**src/rtl/riscv_params_pkg.sv**
```systemverilog
// Shared constants and types for the simple_RISC pipeline.
//   - Opcode constants for the SimpleRisc ISA (ADD .. RET, NOP = 5'b01101).
//   - RA_IDX: return-address register used by call/ret.
//   - decoded_instr_t: payload of the ID/EX pipeline register.
//   - Helpers for the bubble value and immediate extension.
package riscv_params_pkg;

  localparam int unsigned INSTR_WIDTH = 32;
  localparam int unsigned NUM_REGS    = 16;
  localparam int unsigned REG_IDX_W   = 4;

  localparam logic [REG_IDX_W-1:0] RA_IDX = 4'd15;

  localparam logic [4:0] ADD  = 5'b00000;
  localparam logic [4:0] SUB  = 5'b00001;
  localparam logic [4:0] MUL  = 5'b00010;
  localparam logic [4:0] DIV  = 5'b00011;
  localparam logic [4:0] MOD  = 5'b00100;
  localparam logic [4:0] CMP  = 5'b00101;
  localparam logic [4:0] AND  = 5'b00110;
  localparam logic [4:0] OR   = 5'b00111;
  localparam logic [4:0] NOT  = 5'b01000;
  localparam logic [4:0] MOV  = 5'b01001;
  localparam logic [4:0] LSL  = 5'b01010;
  localparam logic [4:0] LSR  = 5'b01011;
  localparam logic [4:0] ASR  = 5'b01100;
  localparam logic [4:0] NOP  = 5'b01101;
  localparam logic [4:0] LD   = 5'b01110;
  localparam logic [4:0] ST   = 5'b01111;
  localparam logic [4:0] BEQ  = 5'b10000;
  localparam logic [4:0] BGT  = 5'b10001;
  localparam logic [4:0] B    = 5'b10010;
  localparam logic [4:0] CALL = 5'b10011;
  localparam logic [4:0] RET  = 5'b10100;

  typedef struct packed {
    logic                   valid;
    logic [INSTR_WIDTH-1:0] pc;
    logic [4:0]             opcode;
    logic [REG_IDX_W-1:0]   rd;
    logic [REG_IDX_W-1:0]   rs1;
    logic [REG_IDX_W-1:0]   rs2;
    logic [INSTR_WIDTH-1:0] op1;
    logic [INSTR_WIDTH-1:0] op2;
    logic [INSTR_WIDTH-1:0] st_data;
    logic [INSTR_WIDTH-1:0] branch_target;
    logic                   is_ld;
    logic                   is_st;
    logic                   is_branch;
    logic                   wb_en;
  } decoded_instr_t;

  // Empty ID/EX slot: everything zero except the opcode, which reads as NOP.
  function automatic decoded_instr_t bubble_instr();
    decoded_instr_t b;
    b        = '0;
    b.opcode = NOP;
    return b;
  endfunction

  // Modifier 11 is not defined by the ISA and falls back to sign extension.
  function automatic logic [INSTR_WIDTH-1:0] ext_imm(input logic [1:0]  modifier,
                                                     input logic [15:0] imm16);
    logic [INSTR_WIDTH-1:0] r;
    unique case (modifier)
      2'b01:   r = {16'h0000, imm16};
      2'b10:   r = {imm16, 16'h0000};
      default: r = {{16{imm16[15]}}, imm16};
    endcase
    return r;
  endfunction

endpackage

```
**src/rtl/reg_file.sv**
```systemverilog
// 16x32 architectural register file.
//   clk, rst          : clock, synchronous active-high reset (zeroes every register).
//   rd_addr_*_i       : three asynchronous read ports (a, b, c).
//   rd_data_*_o       : read data; returns wr_data_i when reading the register being written.
//   wr_en_i/addr/data : one synchronous write port. r0 is an ordinary register.
module reg_file
  import riscv_params_pkg::*;
#(
  parameter int unsigned NumRegs = NUM_REGS,
  parameter int unsigned Width   = INSTR_WIDTH,
  parameter int unsigned AddrW   = $clog2(NumRegs)
) (
  input  logic             clk,
  input  logic             rst,
  input  logic [AddrW-1:0] rd_addr_a_i,
  input  logic [AddrW-1:0] rd_addr_b_i,
  input  logic [AddrW-1:0] rd_addr_c_i,
  output logic [Width-1:0] rd_data_a_o,
  output logic [Width-1:0] rd_data_b_o,
  output logic [Width-1:0] rd_data_c_o,
  input  logic             wr_en_i,
  input  logic [AddrW-1:0] wr_addr_i,
  input  logic [Width-1:0] wr_data_i
);

  logic [Width-1:0] regs_q [NumRegs];
  logic [Width-1:0] regs_d [NumRegs];

  always_comb begin
    regs_d = regs_q;
    if (rst) begin
      for (int i = 0; i < int'(NumRegs); i++) begin
        regs_d[i] = '0;
      end
    end else if (wr_en_i) begin
      regs_d[wr_addr_i] = wr_data_i;
    end
  end

  always_ff @(posedge clk) begin
    regs_q <= regs_d;
  end

  // Write-through bypass so decode sees a value being written back this cycle.
  always_comb begin
    rd_data_a_o = (wr_en_i && wr_addr_i == rd_addr_a_i) ? wr_data_i : regs_q[rd_addr_a_i];
    rd_data_b_o = (wr_en_i && wr_addr_i == rd_addr_b_i) ? wr_data_i : regs_q[rd_addr_b_i];
    rd_data_c_o = (wr_en_i && wr_addr_i == rd_addr_c_i) ? wr_data_i : regs_q[rd_addr_c_i];
  end

endmodule

```
**src/rtl/decode_unit.sv**
```systemverilog
// Decode stage of the simple_RISC core.
//   Inputs : clk, rst (sync, active-high), in_pc (instr addr + 4), in_instr, flush (taken
//            branch from EX), wb_en/wb_rd/wb_data (register-file write from writeback).
//   Outputs: stall (combinational load-use hazard, fetch_en = !stall) and the ID/EX
//            register: out_valid, out_pc, out_opcode, out_rd/rs1/rs2, out_op1, out_op2,
//            out_st_data, out_branch_target, out_is_ld, out_is_st, out_is_branch, out_wb_en.
module decode_unit
  import riscv_params_pkg::*;
(
  input  logic                   clk,
  input  logic                   rst,
  input  logic [INSTR_WIDTH-1:0] in_pc,
  input  logic [INSTR_WIDTH-1:0] in_instr,
  input  logic                   flush,
  input  logic                   wb_en,
  input  logic [REG_IDX_W-1:0]   wb_rd,
  input  logic [INSTR_WIDTH-1:0] wb_data,
  output logic                   stall,
  output logic                   out_valid,
  output logic [INSTR_WIDTH-1:0] out_pc,
  output logic [4:0]             out_opcode,
  output logic [REG_IDX_W-1:0]   out_rd,
  output logic [REG_IDX_W-1:0]   out_rs1,
  output logic [REG_IDX_W-1:0]   out_rs2,
  output logic [INSTR_WIDTH-1:0] out_op1,
  output logic [INSTR_WIDTH-1:0] out_op2,
  output logic [INSTR_WIDTH-1:0] out_st_data,
  output logic [INSTR_WIDTH-1:0] out_branch_target,
  output logic                   out_is_ld,
  output logic                   out_is_st,
  output logic                   out_is_branch,
  output logic                   out_wb_en
);

  logic [4:0]             opcode;
  logic                   i_bit;
  logic [REG_IDX_W-1:0]   rd_idx;
  logic [REG_IDX_W-1:0]   rs1_idx;
  logic [REG_IDX_W-1:0]   rs2_idx;
  logic [INSTR_WIDTH-1:0] rs1_val;
  logic [INSTR_WIDTH-1:0] rs2_val;
  logic [INSTR_WIDTH-1:0] rd_val;
  logic [INSTR_WIDTH-1:0] imm_val;
  logic [INSTR_WIDTH-1:0] offset_val;
  logic                   rs1_live;
  logic                   rs2_live;
  logic                   rd_live;
  logic                   hazard_match;
  decoded_instr_t         dec;
  decoded_instr_t         id_ex_d;
  decoded_instr_t         id_ex_q;

  assign opcode = in_instr[31:27];
  assign i_bit  = in_instr[26];

  // call/ret implicitly use the return-address register.
  always_comb begin
    rd_idx  = in_instr[25:22];
    rs1_idx = in_instr[21:18];
    rs2_idx = in_instr[17:14];
    if (opcode == RET)  rs1_idx = RA_IDX;
    if (opcode == CALL) rd_idx  = RA_IDX;
  end

  reg_file u_reg_file (
    .clk         (clk),
    .rst         (rst),
    .rd_addr_a_i (rs1_idx),
    .rd_addr_b_i (rs2_idx),
    .rd_addr_c_i (rd_idx),
    .rd_data_a_o (rs1_val),
    .rd_data_b_o (rs2_val),
    .rd_data_c_o (rd_val),
    .wr_en_i     (wb_en),
    .wr_addr_i   (wb_rd),
    .wr_data_i   (wb_data)
  );

  assign imm_val    = ext_imm(in_instr[17:16], in_instr[15:0]);
  // Word offset: sign-extend the 27-bit field and scale by 4.
  assign offset_val = {{3{in_instr[26]}}, in_instr[26:0], 2'b00};

  always_comb begin
    dec               = '0;
    dec.valid         = 1'b1;
    dec.pc            = in_pc - 32'd4;
    dec.opcode        = opcode;
    dec.rd            = rd_idx;
    dec.rs1           = rs1_idx;
    dec.rs2           = rs2_idx;
    dec.op1           = rs1_val;
    dec.op2           = i_bit ? imm_val : rs2_val;
    dec.st_data       = rd_val;
    dec.branch_target = dec.pc + offset_val;
    dec.is_ld         = (opcode == LD);
    dec.is_st         = (opcode == ST);
    dec.is_branch     = opcode inside {BEQ, BGT, B, CALL, RET};
    dec.wb_en         = !(opcode inside {CMP, NOP, ST, BEQ, BGT, B, RET});
  end

  // Source registers that are actually read by the instruction in decode.
  // The rs2 range ADD..ASR covers every register-form ALU op, cmp included.
  always_comb begin
    rs1_live     = !(opcode inside {NOP, MOV, NOT, B, CALL});
    rs2_live     = !i_bit && (opcode inside {[ADD:ASR]});
    rd_live      = (opcode == ST);
    hazard_match = (rs1_live && (id_ex_q.rd == rs1_idx)) ||
                   (rs2_live && (id_ex_q.rd == rs2_idx)) ||
                   (rd_live  && (id_ex_q.rd == rd_idx));
  end

  assign stall = !flush && id_ex_q.valid && id_ex_q.is_ld && id_ex_q.wb_en && hazard_match;

  always_comb begin
    id_ex_d = dec;
    if (rst || flush || stall) begin
      id_ex_d = bubble_instr();
    end
  end

  always_ff @(posedge clk) begin
    id_ex_q <= id_ex_d;
  end

  assign out_valid         = id_ex_q.valid;
  assign out_pc            = id_ex_q.pc;
  assign out_opcode        = id_ex_q.opcode;
  assign out_rd            = id_ex_q.rd;
  assign out_rs1           = id_ex_q.rs1;
  assign out_rs2           = id_ex_q.rs2;
  assign out_op1           = id_ex_q.op1;
  assign out_op2           = id_ex_q.op2;
  assign out_st_data       = id_ex_q.st_data;
  assign out_branch_target = id_ex_q.branch_target;
  assign out_is_ld         = id_ex_q.is_ld;
  assign out_is_st         = id_ex_q.is_st;
  assign out_is_branch     = id_ex_q.is_branch;
  assign out_wb_en         = id_ex_q.wb_en;

endmodule

```
**config.mk**
```make
export PLATFORM = sky130hd
export DESIGN_NAME = decode_unit
export DESIGN_NICKNAME = d
export VERILOG_FILES = /design/src/rtl/riscv_params_pkg.sv /design/src/rtl/reg_file.sv /design/src/rtl/decode_unit.sv
export SDC_FILE = /design/constraint.sdc
export NUM_CORES = 2
export LEC_CHECK = 0
export BUFFER_PORTS_ARGS = -buffer_cell sky130_fd_sc_hd__buf_4
export CAP_MARGIN = 20
export CORE_AREA = 2 2 296 298
export DETAILED_ROUTE_END_ITERATION = 10
export DIE_AREA = 0 0 298 300
export PLACE_DENSITY_LB_ADDON = 0.05
export RECOVER_POWER = 100
export SYNTH_ARGS = -nofsm -noshare
export SYNTH_HDL_FRONTEND = slang
export SYNTH_SLANG_ARGS = --single-unit
```
**constraint.sdc**
```tcl
create_clock -name clk -period 3.5 [get_ports clk]
set_input_delay 0.525 -clock clk [delete_from_list [all_inputs] [get_ports clk]]
set_output_delay 0.525 -clock clk [all_outputs]
set_load 0.05 [all_outputs]
```
Word-level counts from Yosys, hierarchy flattened
Index checks and enable logic that the tools add are counted.
{"block": "classes", "n_addsub": 2, "multipliers": 0, "n_div": 0, "order_cmp": 7, "n_eq_ne": 19, "shift": 0, "muxes": 20, "bitwise_logic": 4, "reduce_logical": 24}
{"op": "bitwise mux 512 bit", "count": 1}
{"op": "binary-select mux 32 bit (select 4 bit)", "count": 3}
{"op": "2-to-1 mux 32 bit", "count": 11}
{"op": "2-to-1 mux 182 bit", "count": 1}
{"op": "demux 32 bit (select 4 bit)", "count": 1}
{"op": "one-hot mux 32 bit (2 select lines)", "count": 1}
{"op": "adder 32 bit", "count": 1}
{"op": "subtractor 32 x 3 -> 32 bit, second input constant", "count": 1}
{"op": "equality test 5 x 4 -> 1 bit, second input constant", "count": 5}
{"op": "equality test 5 bit, second input constant", "count": 5}
{"op": "equality test 4 bit", "count": 6}
{"op": "greater-or-equal comparator 5 bit, second input constant", "count": 4}
{"op": "inverter 4 -> 5 bit", "count": 4}
{"op": "logical AND 1 bit", "count": 13}
{"op": "nonzero test 5 bit", "count": 2}
{"op": "2-to-1 mux 4 bit", "count": 2}
{"op": "nonzero test 7 bit", "count": 1}
{"op": "equality test 5 x 3 -> 1 bit, second input constant", "count": 1}
{"op": "greater-or-equal comparator 5 x 1 -> 1 bit, second input constant", "count": 1}
{"op": "less-or-equal comparator 5 x 4 -> 1 bit, second input constant", "count": 1}
{"op": "less-than comparator 5 x 1 -> 1 bit, second input constant", "count": 1}
{"op": "zero test 1 bit", "count": 4}
{"op": "logical OR 1 bit", "count": 4}
{"op": "equality test 2 x 1 -> 1 bit, second input constant", "count": 1}
{"op": "equality test 2 bit, second input constant", "count": 1}
{"block": "word_totals", "reg_bits": 694, "latch_bits": 0, "mem_bits_rw": 0, "mem_bits_ro": 0, "in_bits": 104, "output_inout_bits": 183, "mem_count": 0}

Depth between registers and ports, before layout
{"block": "depth", "ltp_word": 9, "depth_mapped": 15, "ltp_nobuf": 15}

Modules after synthesis
Synthesis repeated with hierarchy kept, for this count alone.
{"block": "hier_totals", "hier_cells": 4077, "hier_area_um2": 37745.0}
{"module": "reg_file", "n_inst": 1, "cells_each": 3245, "area_per_inst_um2": 30131.4, "seq_area_each_um2": 10249.8}
{"module": "decode_unit", "n_inst": 1, "cells_each": 832, "area_per_inst_um2": 7613.6, "seq_area_each_um2": 3603.5}

Worst setup path before layout
Ideal clock, no wire load.
{"block": "synth_path", "path_kind": "input port to flip-flop", "start": "input in_pc[9]", "end": "register id_ex_q (netlist bit out_branch_target[30])", "setup_time_ps": 124, "t_arrival_ps": 3705, "t_required_ps": 3376, "slack_ps": -330, "stages": 13, "path_buffers": 0, "path_cell_list": "nor4_1 nand2b_1 or4_4 or4_4 xnor2_1 ha_1 inv_1 o31ai_1 nor4_1 o41ai_1 o21ai_0 o31ai_1 nor3_1"}
{"item": "from (decl)", "line": "decode_unit.sv:12", "source": "input logic [INSTR_WIDTH-1:0] in_pc,"}
{"item": "to (signal assigned)", "line": "decode_unit.sv:122", "source": "id_ex_q <= id_ex_d;"}
{"item": "to (decl)", "line": "decode_unit.sv:51", "source": "decoded_instr_t id_ex_q;"}

Worst setup path in the final report
{"block": "layout_path", "start": "input wb_rd[3]", "end": "register u_reg_file.regs_q[424] in the netlist's numbering"}
{"block": "layout_via", "elab_chain_cells": 6}
{"item": "from (decl)", "line": "decode_unit.sv:16", "source": "input logic [REG_IDX_W-1:0] wb_rd,"}
{"item": "inverter 4 -> 5 bit (implied by the code) (*)", "line": "reg_file.sv:36", "source": "regs_d[wr_addr_i] = wr_data_i;"}
{"item": "greater-or-equal comparator 5 bit (implied by the code) or less-than comparator 5 x 1 -> 1 bit (tied branches)", "line": "reg_file.sv:36"}
{"item": "logical AND 1 bit (implied by the code)", "line": "reg_file.sv:36"}
{"item": "2-to-1 mux 32 bit (implied by the code)", "line": "reg_file.sv:36"}
{"item": "demux 32 bit (select 4 bit) (*)", "line": "reg_file.sv:36"}
{"item": "bitwise mux 512 bit (*)", "line": "reg_file.sv:36"}
{"item": "to (signal assigned)", "line": "reg_file.sv:41", "source": "regs_q <= regs_d;"}
{"item": "to (decl)", "line": "reg_file.sv:26", "source": "logic [Width-1:0] regs_q [NumRegs];"}
Every way passes the cells marked *; elsewhere a longest branch is shown, timed or not.
A chain may end at the register's enable or synchronous reset.

==> results.json <==
{
  "run_status": "complete, but fails checks",
  "violations": "capacitance limit, slew limit, setup timing",
  "rr_endpoint": "out_branch_target[30]",
  "grt_pass1_wl_microns": 253300,
  "drive_gt1_frac": 0.1743,
  "dpl.hpwl_microns": 109400,
  "r2r_setup_slack_ps": 180,
  "startpoint_type": "input port",
  "whs_path_depth": 2,
  "yosysSeqAreaShare": 0.3603,
  "ys_ff_latch": 692,
  "r2r-start": "out_rd[0]",
  "fin_crit_ps": 3546,
  "ff2ff_path_depth": 8,
  "fmax_ghz": 0.2820,
  "arrival_ps": 4130,
  "syn_inst": 4638,
  "endpoint": "u_reg_file.regs_q[424]",
  "numCtsBuffers": 81,
  "setup_tns_ps": -317.6,
  "dp.cells": 5908,
  "worstSetupPathType": "input port to flop",
  "gp_congestion": 0.9113,
  "fillCellCount": 8273,
  "post-synth-top-count-cell": "nand2_1",
  "drt_pass1_iterations": 6,
  "cap_violations": 10,
  "rows": 108,
  "nNetsFinal": 4977,
  "start_util": 0.4460,
  "wl_per_cell_microns": 29.24,
  "final_area_sq_um": 45290,
  "final_hold_viol_count": 0,
  "htreeDepth": 3,
  "antenna_found_initial": 8,
  "placed_cell_area_sq_um": 43370,
  "finalMaxSlewViolations": 220,
  "power_density_nw_per_um2": 446.2,
  "required_ps": 4080,
  "drt-total-wl_microns": 177300,
  "post-place-ws_ps": -632.4,
  "die_w_microns": 298,
  "synth_top_cell_by_area": "dfxtp_1",
  "synth_edf_count": 0,
  "clockBufferDepth": 3,
  "fin_cells": 6062,
  "cts_sinks": 692,
  "ir_drop_mv": 0.3308,
  "setup_ws_ps": -45.94,
  "async_reset_ff_frac": 0,
  "area_delta_synth_final_pct": 17.77,
  "grt_use_total": 0.3827,
  "route.detailed.drc": 0,
  "fin_worst_skew_ps": 21.75,
  "overflow": 0,
  "crit_start": "wb_rd[3]",
  "setup.worst_path.end_class": "flop",
  "viasPerCell": 6.417,
  "setup_viol": 13,
  "io_pins": 287,
  "finalCritPeriodShare": 1.013,
  "ys.flop_type": "dfxtp_1",
  "worstMarginPinSlew_ps": 2855,
  "min_path_type": "input port to flop",
  "antenna_left": 0,
  "seq_area_sq_um": 13850,
  "detail_route.iter0.violations": 5271,
  "synth_top_area_share": 0.3603,
  "netlist_area_sq_um": 38450,
  "synth_area_leaders": "dfxtp_1 (36%), mux4_2 (13%), nand2_1 (12%)",
  "grt_start_max_net_pins": 177,
  "slew_headroom": -0.9082,
  "post-route-util": 0.5253,
  "netlist-cell-type-count": 74,
  "die_h_microns": 300,
  "synth_warnings": 0,
  "rsz0062_at_grt": "true",
  "syn-num-nets": 4776,
  "coreArea_sq_um": 86210,
  "syn_area_per_cell_sq_um": 8.291,
  "path_max_fanout": 16,
  "cts_hold_buf": 0,
  "leakagePower_uw": 0.01589,
  "numPortBuffers": 286,
  "multi_input_area_sq_um": 23150,
  "dieArea_sq_um": 89400,
  "yosys-top-cells-count": "nand2_1 (1277), dfxtp_1 (692), a21oi_1 (630)",
  "clkLatencyLatePin_ps": 670,
  "grt_pass1_vias": 35996,
  "cts_root_buf": "clkbuf_16",
  "dr_total_vias": 38897,
  "cts_tree": "done",
  "path_clk_slew_ps": 60
}
## kinds of logic after synthesis
| family | after synthesis | share of synthesized area |
|---|---|---|
| AO/OA/AOI/OAI | 1158 | 0.1803 |
| flip-flops | 692 | 0.3603 |
| adder cells (fa/ha/maj) | 35 | 0.01152 |
| AND/OR/NAND/NOR | 1718 | 0.1836 |
| multiplexers | 488 | 0.2004 |
| buffers and inverters | 483 | 0.04929 |
| XOR/XNOR | 64 | 0.01458 |
## sequential cells by signal (all words and copies together), names as in the netlist
name and cells:
out_branch_target 30, out_op1 32, out_valid 1, out_is_branch 1, out_rd 4, u_reg_file.regs_q 512
out_opcode 5, out_wb_en 1, out_st_data 32, out_pc 32, out_op2 32, out_is_ld 1
out_rs1 4, out_is_st 1, out_rs2 4
## worst min-delay path by stage
stage	start	endpoint	slack, ps
after global placement	u_reg_file.regs_q[418]	u_reg_file.regs_q[418]	470
after floorplan	u_reg_file.regs_q[288]	u_reg_file.regs_q[288]	450
after detailed placement	u_reg_file.regs_q[184]	u_reg_file.regs_q[184]	470
after CTS	in_pc[1]	out_pc[1]	50
after global routing	in_pc[1]	out_pc[1]	70
final	in_pc[1]	out_pc[1]	70
## critical path, cell delays in order
cell,delay [ps]
clkbuf_1,330
or3b_2,660
nor2_1,1890
clkbuf_2,500
nand2_1,80
a21oi_1,130
## per-layer routing
| metal | vias to the layer above | routed length, microns | GRT usage |
|---|---|---|---|
| li1 | 16899 | - | - |
| met3 | 637 | 21460 | 0.1013 |
| met1 | 18605 | 69550 | 0.5078 |
| met5 | - | 92 | 0 |
| met4 | 12 | 10610 | 0.2005 |
| met2 | 2744 | 75560 | 0.5724 |
## report_power, final
group	leakage, uW	switching [uW]	internal [uW]
Sequential	0.00560	121	8050
Clock	0.00134	3690	5100
Combinational	0.00895	2190	1060
Total	0.0159	6000	14200
## repair_timing
action	4_1_cts	5_1_grt
gates resized for setup	0	35
buffers inserted	0	3
endpoints found under the setup margin	0	10
## metrics by stage
stage                     total power (uW)  hold slack [ps]
after floorplan                      10250            454.4
after global placement               11570            469.3
after detailed placement             11580            473.9
after CTS                            20260            46.39
after global routing                 20740            65.68
final                                20210            71.13
## cell type report
class                   instances  share of cell area
clock inverters                32            0.007432
clock buffers                 117             0.05241
flip-flops and latches        692              0.3059
repair buffers                577             0.08910
diodes                          2           0.0001105
multi-input cells            3463              0.5111
inverters                      24            0.001989
well taps                    1155             0.03191
## cell usage in the layout (no fill, tap or decap), drive strengths merged, types with 6 or more instances in the layout
cell     Yosys  routed
inv         24      29
ha          33      33
nand2     1278    1278
xnor2       29      29
o32ai       32      32
a31o        23      23
a31oi        8       8
clkinv       0      18
or2         10      10
and3         9       9
nand3       21      21
a2111oi     26      26
buf         92     359
mux2         6       6
and2        39      39
nor2       174     174
dfxtp      692     692
o21ai       79      79
a21o        12      12
mux4       225     225
or3          9       9
clkbuf     367     335
o211ai       8       8
nand2b       7       7
xor2        35      35
or4          7       7
o221ai      63      63
nor4         8       8
nor3       109     109
o21a        40      40
a21oi      630     630
mux2i      257     257
a211oi      58      58
nor2b       27      27
o22ai      152     152
Note: power is estimated with default switching activity, not from simulation.
